==> config.mk <==
export PLATFORM = sky130hd
export DESIGN_NAME = instr_unpacker_flat
export DESIGN_NICKNAME = d
export VERILOG_FILES = /design/src/rtl/instr_unpacker_if.sv /design/src/rtl/instr_unpacker.sv /design/src/flat_wrapper.sv
export SDC_FILE = /design/constraint.sdc
export NUM_CORES = 1
export LEC_CHECK = 0
export ABC_AREA = 0
export CAP_MARGIN = 20
export CORE_ASPECT_RATIO = 1.4
export CORE_MARGIN = 4
export CORE_UTILIZATION = 26
export DETAILED_ROUTE_END_ITERATION = 10
export MAX_ROUTING_LAYER = met4
export SLEW_MARGIN = 20
export SYNTH_ARGS = -nofsm -noshare
export SYNTH_HDL_FRONTEND = slang
export SYNTH_SLANG_ARGS = --single-unit
==> constraint.sdc <==
create_clock -name clk -period 6.2 [get_ports clk]
set_clock_uncertainty 0.05 [all_clocks]
set_input_delay 1.55 -clock clk [delete_from_list [all_inputs] [get_ports clk]]
set_output_delay 1.55 -clock clk [all_outputs]
set_load 0.005 [all_outputs]
==> src/rtl/instr_unpacker_if.sv <==
// Packet-in / instruction-out handshake bundle for the instruction unpacker.
interface instr_unpacker_if #(
    parameter int unsigned CORE_INSTR_PACKET_NUM   = 4,
    parameter int unsigned CORE_INSTR_SINGLE_WIDTH = 32,
    parameter int unsigned CORE_PC_WIDTH           = 32
);
    localparam int unsigned IdxW = $clog2(CORE_INSTR_PACKET_NUM);
    localparam int unsigned PktW = CORE_INSTR_PACKET_NUM * CORE_INSTR_SINGLE_WIDTH;

    logic                               pkt_valid_i;
    logic                               pkt_ready_o;
    logic [PktW-1:0]                    pkt_data_i;
    logic [CORE_PC_WIDTH-1:0]           pkt_pc_i;
    logic [IdxW-1:0]                    pkt_start_i;
    logic                               flush_i;
    logic                               instr_valid_o;
    logic                               instr_ready_i;
    logic [CORE_INSTR_SINGLE_WIDTH-1:0] instr_o;
    logic [CORE_PC_WIDTH-1:0]           instr_pc_o;
    logic                               instr_last_o;

    // Upstream fetch plus downstream consumer side
    modport master (
        output pkt_valid_i, pkt_data_i, pkt_pc_i, pkt_start_i, flush_i, instr_ready_i,
        input  pkt_ready_o, instr_valid_o, instr_o, instr_pc_o, instr_last_o
    );

    // Unpacker side
    modport slave (
        input  pkt_valid_i, pkt_data_i, pkt_pc_i, pkt_start_i, flush_i, instr_ready_i,
        output pkt_ready_o, instr_valid_o, instr_o, instr_pc_o, instr_last_o
    );
endinterface

==> src/rtl/instr_unpacker.sv <==
// Splits a fetched multi-instruction packet into single instructions, one per
// handshake, starting at a selectable slot. Holds a single packet buffer and
// accepts the next packet in the same cycle the last slot is consumed.
module instr_unpacker #(
    parameter int unsigned CORE_INSTR_PACKET_NUM   = 4,
    parameter int unsigned CORE_INSTR_SINGLE_WIDTH = 32,
    parameter int unsigned CORE_PC_WIDTH           = 32
) (
    input  logic               clk,
    input  logic               rst,
    instr_unpacker_if.slave    bus_io
);
    localparam int unsigned IdxW = $clog2(CORE_INSTR_PACKET_NUM);
    localparam int unsigned PktW = CORE_INSTR_PACKET_NUM * CORE_INSTR_SINGLE_WIDTH;
    localparam logic [IdxW-1:0] LastIdx = IdxW'(CORE_INSTR_PACKET_NUM - 1);

    typedef enum logic {StIdle, StDrain} state_e;

    state_e                   state_q, state_d;
    logic [PktW-1:0]          pkt_q, pkt_d;
    logic [CORE_PC_WIDTH-1:0] base_pc_q, base_pc_d;
    logic [IdxW-1:0]          idx_q, idx_d;

    logic is_drain;
    logic is_last;
    logic pkt_fire;
    logic instr_fire;

    // Outputs decode straight from the buffer so they hold steady under back-pressure
    always_comb begin
        is_drain = (state_q == StDrain);
        is_last  = is_drain && (idx_q == LastIdx);

        bus_io.instr_valid_o = is_drain;
        bus_io.instr_last_o  = is_last;
        bus_io.instr_o       = is_drain ?
                               pkt_q[idx_q * CORE_INSTR_SINGLE_WIDTH +: CORE_INSTR_SINGLE_WIDTH] :
                               '0;
        bus_io.instr_pc_o    = is_drain ?
                               base_pc_q + (CORE_PC_WIDTH'(idx_q) << 2) :
                               '0;

        // Refill only when empty or when the final slot leaves this cycle
        bus_io.pkt_ready_o   = !rst && !bus_io.flush_i &&
                               (!is_drain || (is_last && bus_io.instr_ready_i));

        pkt_fire   = bus_io.pkt_valid_i && bus_io.pkt_ready_o;
        instr_fire = is_drain && bus_io.instr_ready_i;
    end

    // Next-state: flush beats packet load, which beats advancing the slot index
    always_comb begin
        state_d   = state_q;
        pkt_d     = pkt_q;
        base_pc_d = base_pc_q;
        idx_d     = idx_q;

        if (bus_io.flush_i) begin
            state_d = StIdle;
        end else if (pkt_fire) begin
            state_d   = StDrain;
            pkt_d     = bus_io.pkt_data_i;
            base_pc_d = bus_io.pkt_pc_i;
            idx_d     = bus_io.pkt_start_i;
        end else if (instr_fire) begin
            if (idx_q == LastIdx) begin
                state_d = StIdle;
            end else begin
                idx_d = idx_q + IdxW'(1);
            end
        end
    end

    // State and buffer registers with synchronous reset
    always_ff @(posedge clk) begin
        if (rst) begin
            state_q   <= StIdle;
            pkt_q     <= '0;
            base_pc_q <= '0;
            idx_q     <= '0;
        end else begin
            state_q   <= state_d;
            pkt_q     <= pkt_d;
            base_pc_q <= base_pc_d;
            idx_q     <= idx_d;
        end
    end
endmodule

==> src/flat_wrapper.sv <==
// flat-port wrapper written by rule: the top's interface ports become plain ports
module instr_unpacker_flat 
#(
    parameter int unsigned CORE_INSTR_PACKET_NUM   = 4,
    parameter int unsigned CORE_INSTR_SINGLE_WIDTH = 32,
    parameter int unsigned CORE_PC_WIDTH           = 32
)
  (clk, rst, bus_io_pkt_valid_i, bus_io_pkt_data_i, bus_io_pkt_pc_i, bus_io_pkt_start_i, bus_io_flush_i, bus_io_instr_ready_i, bus_io_pkt_ready_o, bus_io_instr_valid_o, bus_io_instr_o, bus_io_instr_pc_o, bus_io_instr_last_o);
  instr_unpacker_if #(.CORE_INSTR_PACKET_NUM(CORE_INSTR_PACKET_NUM), .CORE_INSTR_SINGLE_WIDTH(CORE_INSTR_SINGLE_WIDTH), .CORE_PC_WIDTH(CORE_PC_WIDTH)) bus_io_i ();
  input  logic clk;
  input  logic rst;
  input wire logic [$bits(bus_io_i.pkt_valid_i)-1:0] bus_io_pkt_valid_i;
  input wire logic [$bits(bus_io_i.pkt_data_i)-1:0] bus_io_pkt_data_i;
  input wire logic [$bits(bus_io_i.pkt_pc_i)-1:0] bus_io_pkt_pc_i;
  input wire logic [$bits(bus_io_i.pkt_start_i)-1:0] bus_io_pkt_start_i;
  input wire logic [$bits(bus_io_i.flush_i)-1:0] bus_io_flush_i;
  input wire logic [$bits(bus_io_i.instr_ready_i)-1:0] bus_io_instr_ready_i;
  output wire logic [$bits(bus_io_i.pkt_ready_o)-1:0] bus_io_pkt_ready_o;
  output wire logic [$bits(bus_io_i.instr_valid_o)-1:0] bus_io_instr_valid_o;
  output wire logic [$bits(bus_io_i.instr_o)-1:0] bus_io_instr_o;
  output wire logic [$bits(bus_io_i.instr_pc_o)-1:0] bus_io_instr_pc_o;
  output wire logic [$bits(bus_io_i.instr_last_o)-1:0] bus_io_instr_last_o;
  assign bus_io_i.pkt_valid_i = bus_io_pkt_valid_i;
  assign bus_io_i.pkt_data_i = bus_io_pkt_data_i;
  assign bus_io_i.pkt_pc_i = bus_io_pkt_pc_i;
  assign bus_io_i.pkt_start_i = bus_io_pkt_start_i;
  assign bus_io_i.flush_i = bus_io_flush_i;
  assign bus_io_i.instr_ready_i = bus_io_instr_ready_i;
  assign bus_io_pkt_ready_o = bus_io_i.pkt_ready_o;
  assign bus_io_instr_valid_o = bus_io_i.instr_valid_o;
  assign bus_io_instr_o = bus_io_i.instr_o;
  assign bus_io_instr_pc_o = bus_io_i.instr_pc_o;
  assign bus_io_instr_last_o = bus_io_i.instr_last_o;
  instr_unpacker #(.CORE_INSTR_PACKET_NUM(CORE_INSTR_PACKET_NUM), .CORE_INSTR_SINGLE_WIDTH(CORE_INSTR_SINGLE_WIDTH), .CORE_PC_WIDTH(CORE_PC_WIDTH)) u_core (.clk(clk), .rst(rst), .bus_io(bus_io_i));
endmodule
### After elaboration in Yosys (flattened, before gate mapping)

Index checks and enable logic that the tools add are counted.

| operators by class | value |
|---|---|
| add/sub/neg operators | 2 |
| eq/ne operators | 2 |
| shift-type cells | 1 |
| mux-type cells | 8 |
| bitwise operators | 1 |
| reductions and logical operators | 16 |

Operators by type and width:

| kind | count |
|---|---|
| indexed part select 128 x 8 -> 32 bit | 1 |
| two-way mux 32 bit | 2 |
| adder 32 x 4 -> 32 bit | 1 |
| logical AND 1 bit | 6 |
| two-way mux 2 bit | 3 |
| AND reduction 2 bit | 2 |
| nonzero test 2 bit | 2 |
| logical NOT 1 bit | 3 |
| two-way mux 1 bit | 3 |
| AND reduction 3 bit | 1 |
| adder 2 x 1 -> 2 bit (second input constant) | 1 |
| equality test 2 bit (second input constant) | 1 |
| inequality test 2 x 1 -> 1 bit (second input constant) | 1 |
| OR reduction 2 bit | 1 |
| logical OR 1 bit | 1 |
| inverter 1 bit | 1 |

| storage, ports and cells | value |
|---|---|
| register bits | 163 |
| output and inout bits | 67 |
| logic and storage cells | 34 |

### Logic depth before layout (Yosys ltp)

| depth | value |
|---|---|
| depth in word-level cells | 8 |
| depth in mapped cells | 8 |

### Least setup slack after synthesis

Ideal clock, no wire load.

| timing path | value |
|---|---|
| path kind | input to output |
| from | input rst |
| to | output bus_io_pkt_ready_o |
| data arrival time | 2.161 ns |
| data required time | 4.600 ns |
| path slack | 2.439 ns |
| stages | 3 |
| buffers on the path | 2 |
| cell sequence | clkbuf_1 -> clkbuf_1 -> nor3_1 |

| on the way | value |
|---|---|
| word-level cells in the longest chain between the ends | 3 |

RTL lines:

| what | line | text |
|---|---|---|
| start: declaration | flat_wrapper.sv:11 | `input logic rst;` |
| logical NOT 1 bit | instr_unpacker.sv:44 | `bus_io.pkt_ready_o = !rst && !bus_io.flush_i &&` |
| logical AND 1 bit (2 in a row) | instr_unpacker.sv:44 |  |
| end: declaration | flat_wrapper.sv:18 | `output wire logic [$bits(bus_io_i.pkt_ready_o)-1:0] bus_io_pkt_ready_o;` |

Every way passes these cells.

### Worst setup path in the final report

| timing path | value |
|---|---|
| from | register u_core.idx_q[1] |
| to | output bus_io_instr_pc_o[26] |

| on the way | value |
|---|---|
| word-level cells in the longest chain between the ends | 2 |

RTL lines:

| what | line | text |
|---|---|---|
| start: declaration | instr_unpacker.sv:22 | `logic [IdxW-1:0] idx_q, idx_d;` |
| start signal: assignment | instr_unpacker.sv:85 | `idx_q <= idx_d;` |
| adder 32 x 4 -> 32 bit | instr_unpacker.sv:40 | `base_pc_q + (CORE_PC_WIDTH'(idx_q) << 2) :` |
| two-way mux 32 bit | instr_unpacker.sv:39 | `bus_io.instr_pc_o = is_drain ?` |
| end: declaration | flat_wrapper.sv:21 | `output wire logic [$bits(bus_io_i.instr_pc_o)-1:0] bus_io_instr_pc_o;` |

Every way passes these cells.

==> impl_summary.txt <==
----------------------------------------------------
[Run status]
  Status ... finished, final reports clean

[Synth]
  Synthesized netlist cell count ... 930
  Primary FF master, synth ... sky130_fd_sc_hd__dfxtp_1
  Netlist area before placement ... 7430 um2
  Synth Area in Compound Gates ... 0.142
  Share of synthesized cell area in and, or, nand and nor gates ... 0.257
  Ys Warns ... 0
  Number of different library cells in the post-synthesis netlist ... 42
  Proportion of netlist area held by the largest area contributor ... 0.439
  Largest family of logic cells by synthesized area ... simple AND/OR/NAND/NOR gates
  Most common cell in the synthesized netlist ... sky130_fd_sc_hd__nand2_1
  Register area share after synthesis ... 0.439
  Share of synthesized flip-flops with an asynchronous set or reset ... 0
  Post-synthesis register bit count ... between 150 and 200
  Post-synth top area cell ... sky130_fd_sc_hd__dfxtp_1
  Post-synth EDFFs ... 0
  Mean post-synth cell area ... ~8 um2
  Post-Synthesis Net Count ... around 1,100
  Adder-cell area share of the yosys netlist ... 0.00774
  Mux contribution to synthesized area ... 0.0997
  Leading post-synthesis cells by instance count ... sky130_fd_sc_hd__nand2_1 (333), sky130_fd_sc_hd__a21oi_1 (177), sky130_fd_sc_hd__dfxtp_1 (163)
  Biggest area contributors in the synthesized netlist ... sky130_fd_sc_hd__dfxtp_1 (44%), sky130_fd_sc_hd__nand2_1 (17%), sky130_fd_sc_hd__a21oi_1 (12%)
  Parity-gate share of the synthesized area counting xor and xnor cells ... 0.0130

[Global route]
  Number of global-route vias before repair ... approximately 7,000
  Wire length of the first global-routing pass ... ~39,000 um
  All-Layer GR Usage ... 0.161
  Congestion Overflow GR ... 0
  Largest net degree at the start of global routing ... 95
  Number of antenna violations at the first check in global routing ... 5

[Drt]
  Total via count in the routed design ... around 7,000
  Detailed-route wire length ... 24,500 um
  Post-DR vias/cell ... 4.67
  Average wire length per cell after detail routing ... 16.3 um
  Antenna-violating nets left ... 0
  Remaining DRCs ... 0
  Starting DRC count in detailed routing ... slightly below 400
  Length of the first detailed-routing pass in iterations ... 4

[Power]
  Max IR drop VDD ... ~0.16 mV
  Leakage component of the power ... between 3 and 4 nW
  Power Density ... approximately 230 nW/um2

[Placement]
  Estimated wirelength of the detail-placed design ... around 17,000 um
  Buffers added on ports ... about 230
  Standard cell area after detailed placement ... 10,000 um2
  Routability congestion estimate ... around 0.81

[Die]
  Ports placed on the boundary ... ~230
  Core Rows ... 73
  DIE AREA ... about 31,000 um2
  Die boundary width ... ~150 um
  Die Span Y ... around 210 um
  Starting Density ... 0.262
  Floorplan core area ... around 28,000 um2

[CTS]
  Setup Buffers After CTS ... 0
  Number of clock buffers inserted by TritonCTS ... 17
  H-tree lvl count ... 4
  Number of clock sinks ... 163
  Worst skew pair latency ... 0.42 ns
  Worst-path clk slew ... ~0.060 ns
  Number of hold-repair buffers added at the cts stage ... 0
  Post-cts repair resize count ... 0
  Max Root-Sink Buffers ... 2
  Clk Tree Root Cell ... sky130_fd_sc_hd__clkbuf_16
  CTS tree ... yes

[Run]
  Count of maximum capacitance violations ... 0

[Timing]
  Final min period ... 4.85 ns
  Number of setup violations in the final report ... 0
  Unrepaired setup endpoints after global routing ... false
  Pin slew with the least headroom to its limit ... 1.06 ns
  Number of pins exceeding their max-slew limit in the final report ... 0
  Final-layout setup total negative slack ... 0 ns
  Worst slew margin relative to its limit ... 0.295
  Achievable clock frequency ... slightly above 0.2 GHz
  Final cycle utilization of the critical path ... 0.783
  Hold violation count in the final report ... 0

[Setup path]
  Worst Setup End Kind ... primary output
  Worst path cell trace ... fa_1 -> and4_1 -> nand2_1 -> or4_1 -> a21oi_1 -> clkdlybuf4s50_1
  Worst-path cell with the longest stage delay ... sky130_fd_sc_hd__dfxtp_2
  RR Startpoint ... u_core.idx_q[1]
  Crit path arrival time ... about 3.3 ns
  Worst setup SP type ... flop
  Required arrival time at the worst endpoint ... roughly 4.6 ns
  Cell depth of the worst flop-to-flop path ... 7
  Worst-path fanout max ... 16
  Endpoint of the most critical register-to-register path ... u_core.base_pc_q[3]
  Crit Path Class ... flop to primary output
  Reg-to-reg setup timing slack ... 2.86 ns
  Max incr delay on CP ... 0.64 ns

[Cells and area]
  Final net count ... between 1,000 and 1,500
  Layout cell share with drive strength beyond 1 ... 0.0684
  Area growth from synthesis to final layout ... 43.0%
  Util after Layout ... 0.375
  Post-route design area ... ~11,000 um2

[Min path]
  Beginning of the worst hold path ... u_core.pkt_q[71]
  Cell depth of the worst hold path ... 2
  Worst hold path endpoint ... u_core.pkt_q[71]
  Type of the most critical hold path ... flop to flop

----------------------------------------------------
stage by stage:
stage | hold WS, ns | setup WS [ns] | cells | total power [W]
after CTS | 0.402 | 1.32 | 1501 | 0.00247
after detailed placement | 0.393 | 1.77 | 1470 | 0.00140
final | 0.400 | 1.35 | 1506 | 0.00243
after global placement | 0.389 | 1.76 | 1470 | 0.00140
after floorplan | 0.382 | 2.44 | 930 | 0.00124
after global routing | 0.419 | 1.15 | 1506 | 0.00254
layout by cell type, fill, tap and decap left out, types with 2 or more instances in the layout:
master	count
sky130_fd_sc_hd__nand2_1	333
sky130_fd_sc_hd__clkdlybuf4s50_1	232
sky130_fd_sc_hd__a21oi_1	177
sky130_fd_sc_hd__dfxtp_1	160
sky130_fd_sc_hd__and2_1	37
sky130_fd_sc_hd__mux4_2	32
sky130_fd_sc_hd__clkbuf_16	17
sky130_fd_sc_hd__nor2_1	13
sky130_fd_sc_hd__nand3_1	12
sky130_fd_sc_hd__o31ai_1	10
sky130_fd_sc_hd__or4_1	10
sky130_fd_sc_hd__xor2_1	6
sky130_fd_sc_hd__diode_2	5
sky130_fd_sc_hd__nor4_1	5
sky130_fd_sc_hd__xnor2_1	5
sky130_fd_sc_hd__buf_4	5
sky130_fd_sc_hd__and4_1	4
sky130_fd_sc_hd__nand4_1	4
sky130_fd_sc_hd__nor3_1	4
sky130_fd_sc_hd__inv_1	4
sky130_fd_sc_hd__o21ai_0	4
sky130_fd_sc_hd__clkinv_2	4
sky130_fd_sc_hd__nand4_2	3
sky130_fd_sc_hd__or3_1	3
sky130_fd_sc_hd__ha_1	3
sky130_fd_sc_hd__bufinv_16	3
sky130_fd_sc_hd__clkbuf_1	3
sky130_fd_sc_hd__dfxtp_2	3
sky130_fd_sc_hd__and3_1	2
sky130_fd_sc_hd__o21a_1	2
sky130_fd_sc_hd__nand2b_1	2
sky130_fd_sc_hd__mux2i_1	2
sky130_fd_sc_hd__clkinvlp_4	2
sky130_fd_sc_hd__buf_12	2
cell families after synthesis:
| group | after synthesis |
|---|---|
| flip-flops | 163 |
| adder cells (fa/ha/maj) | 4 |
| buffers and inverters | 79 |
| AO/OA/AOI/OAI | 200 |
| AND/OR/NAND/NOR | 439 |
| multiplexers | 34 |
| XOR/XNOR | 11 |
registers in the layout, indices dropped and copies added (netlist names):
name	count
u_core.pkt_q	128
u_core.base_pc_q	32
u_core.idx_q	2
u_core.bus_io.instr_valid_o	1
final cells by class:
type                       count  area (um2)
antenna                        5        12.5
clock buffer                  21         450
clock inverter                10         134
fill                        2962       17700
inverter                       5        18.8
multi-input combinational    688        3880
sequential                   163        3270
tap                          375         469
timing repair buffer         239        2400
critical path: cells and delay by family (launching register included):
family / cells / cell delay (ns)
and+or+nand+nor: 3 / 1.14
buffers and inverters: 1 / 0.55
DFF: 1 / 0.64
AOI/OAI and AO/OA: 1 / 0.16
adders and majority gates: 1 / 0.35
power breakdown:
part           switching, W  internal (W)  leakage [nW]  total, W
logic              0.000114      0.000150          1.84  0.000264
registers         0.0000244       0.00108          1.32   0.00111
clock network      0.000423      0.000640         0.283   0.00106
total              0.000561       0.00187          3.45   0.00243
layer usage:
metal  global-route usage  share of wire
met1                0.190           0.42
met2                0.263           0.50
met3               0.0420          0.061
met4               0.0554          0.023
met5                    -              0
worst max-delay path by stage:
stage	startpoint	endpoint	slack [ns]	cells past startpoint
2_1_floorplan	rst	bus_io_pkt_ready_o	2.44	3
3_3_place_gp	bus_io_instr_ready_i	bus_io_pkt_ready_o	1.76	4
3_5_place_dp	bus_io_instr_ready_i	bus_io_pkt_ready_o	1.77	4
4_1_cts	u_core.idx_q[1]	bus_io_instr_pc_o[26]	1.32	6
5_1_grt	u_core.idx_q[1]	bus_io_instr_pc_o[26]	1.15	6
6_report	u_core.idx_q[1]	bus_io_instr_pc_o[26]	1.35	6
(Power assumes the default switching activity.)
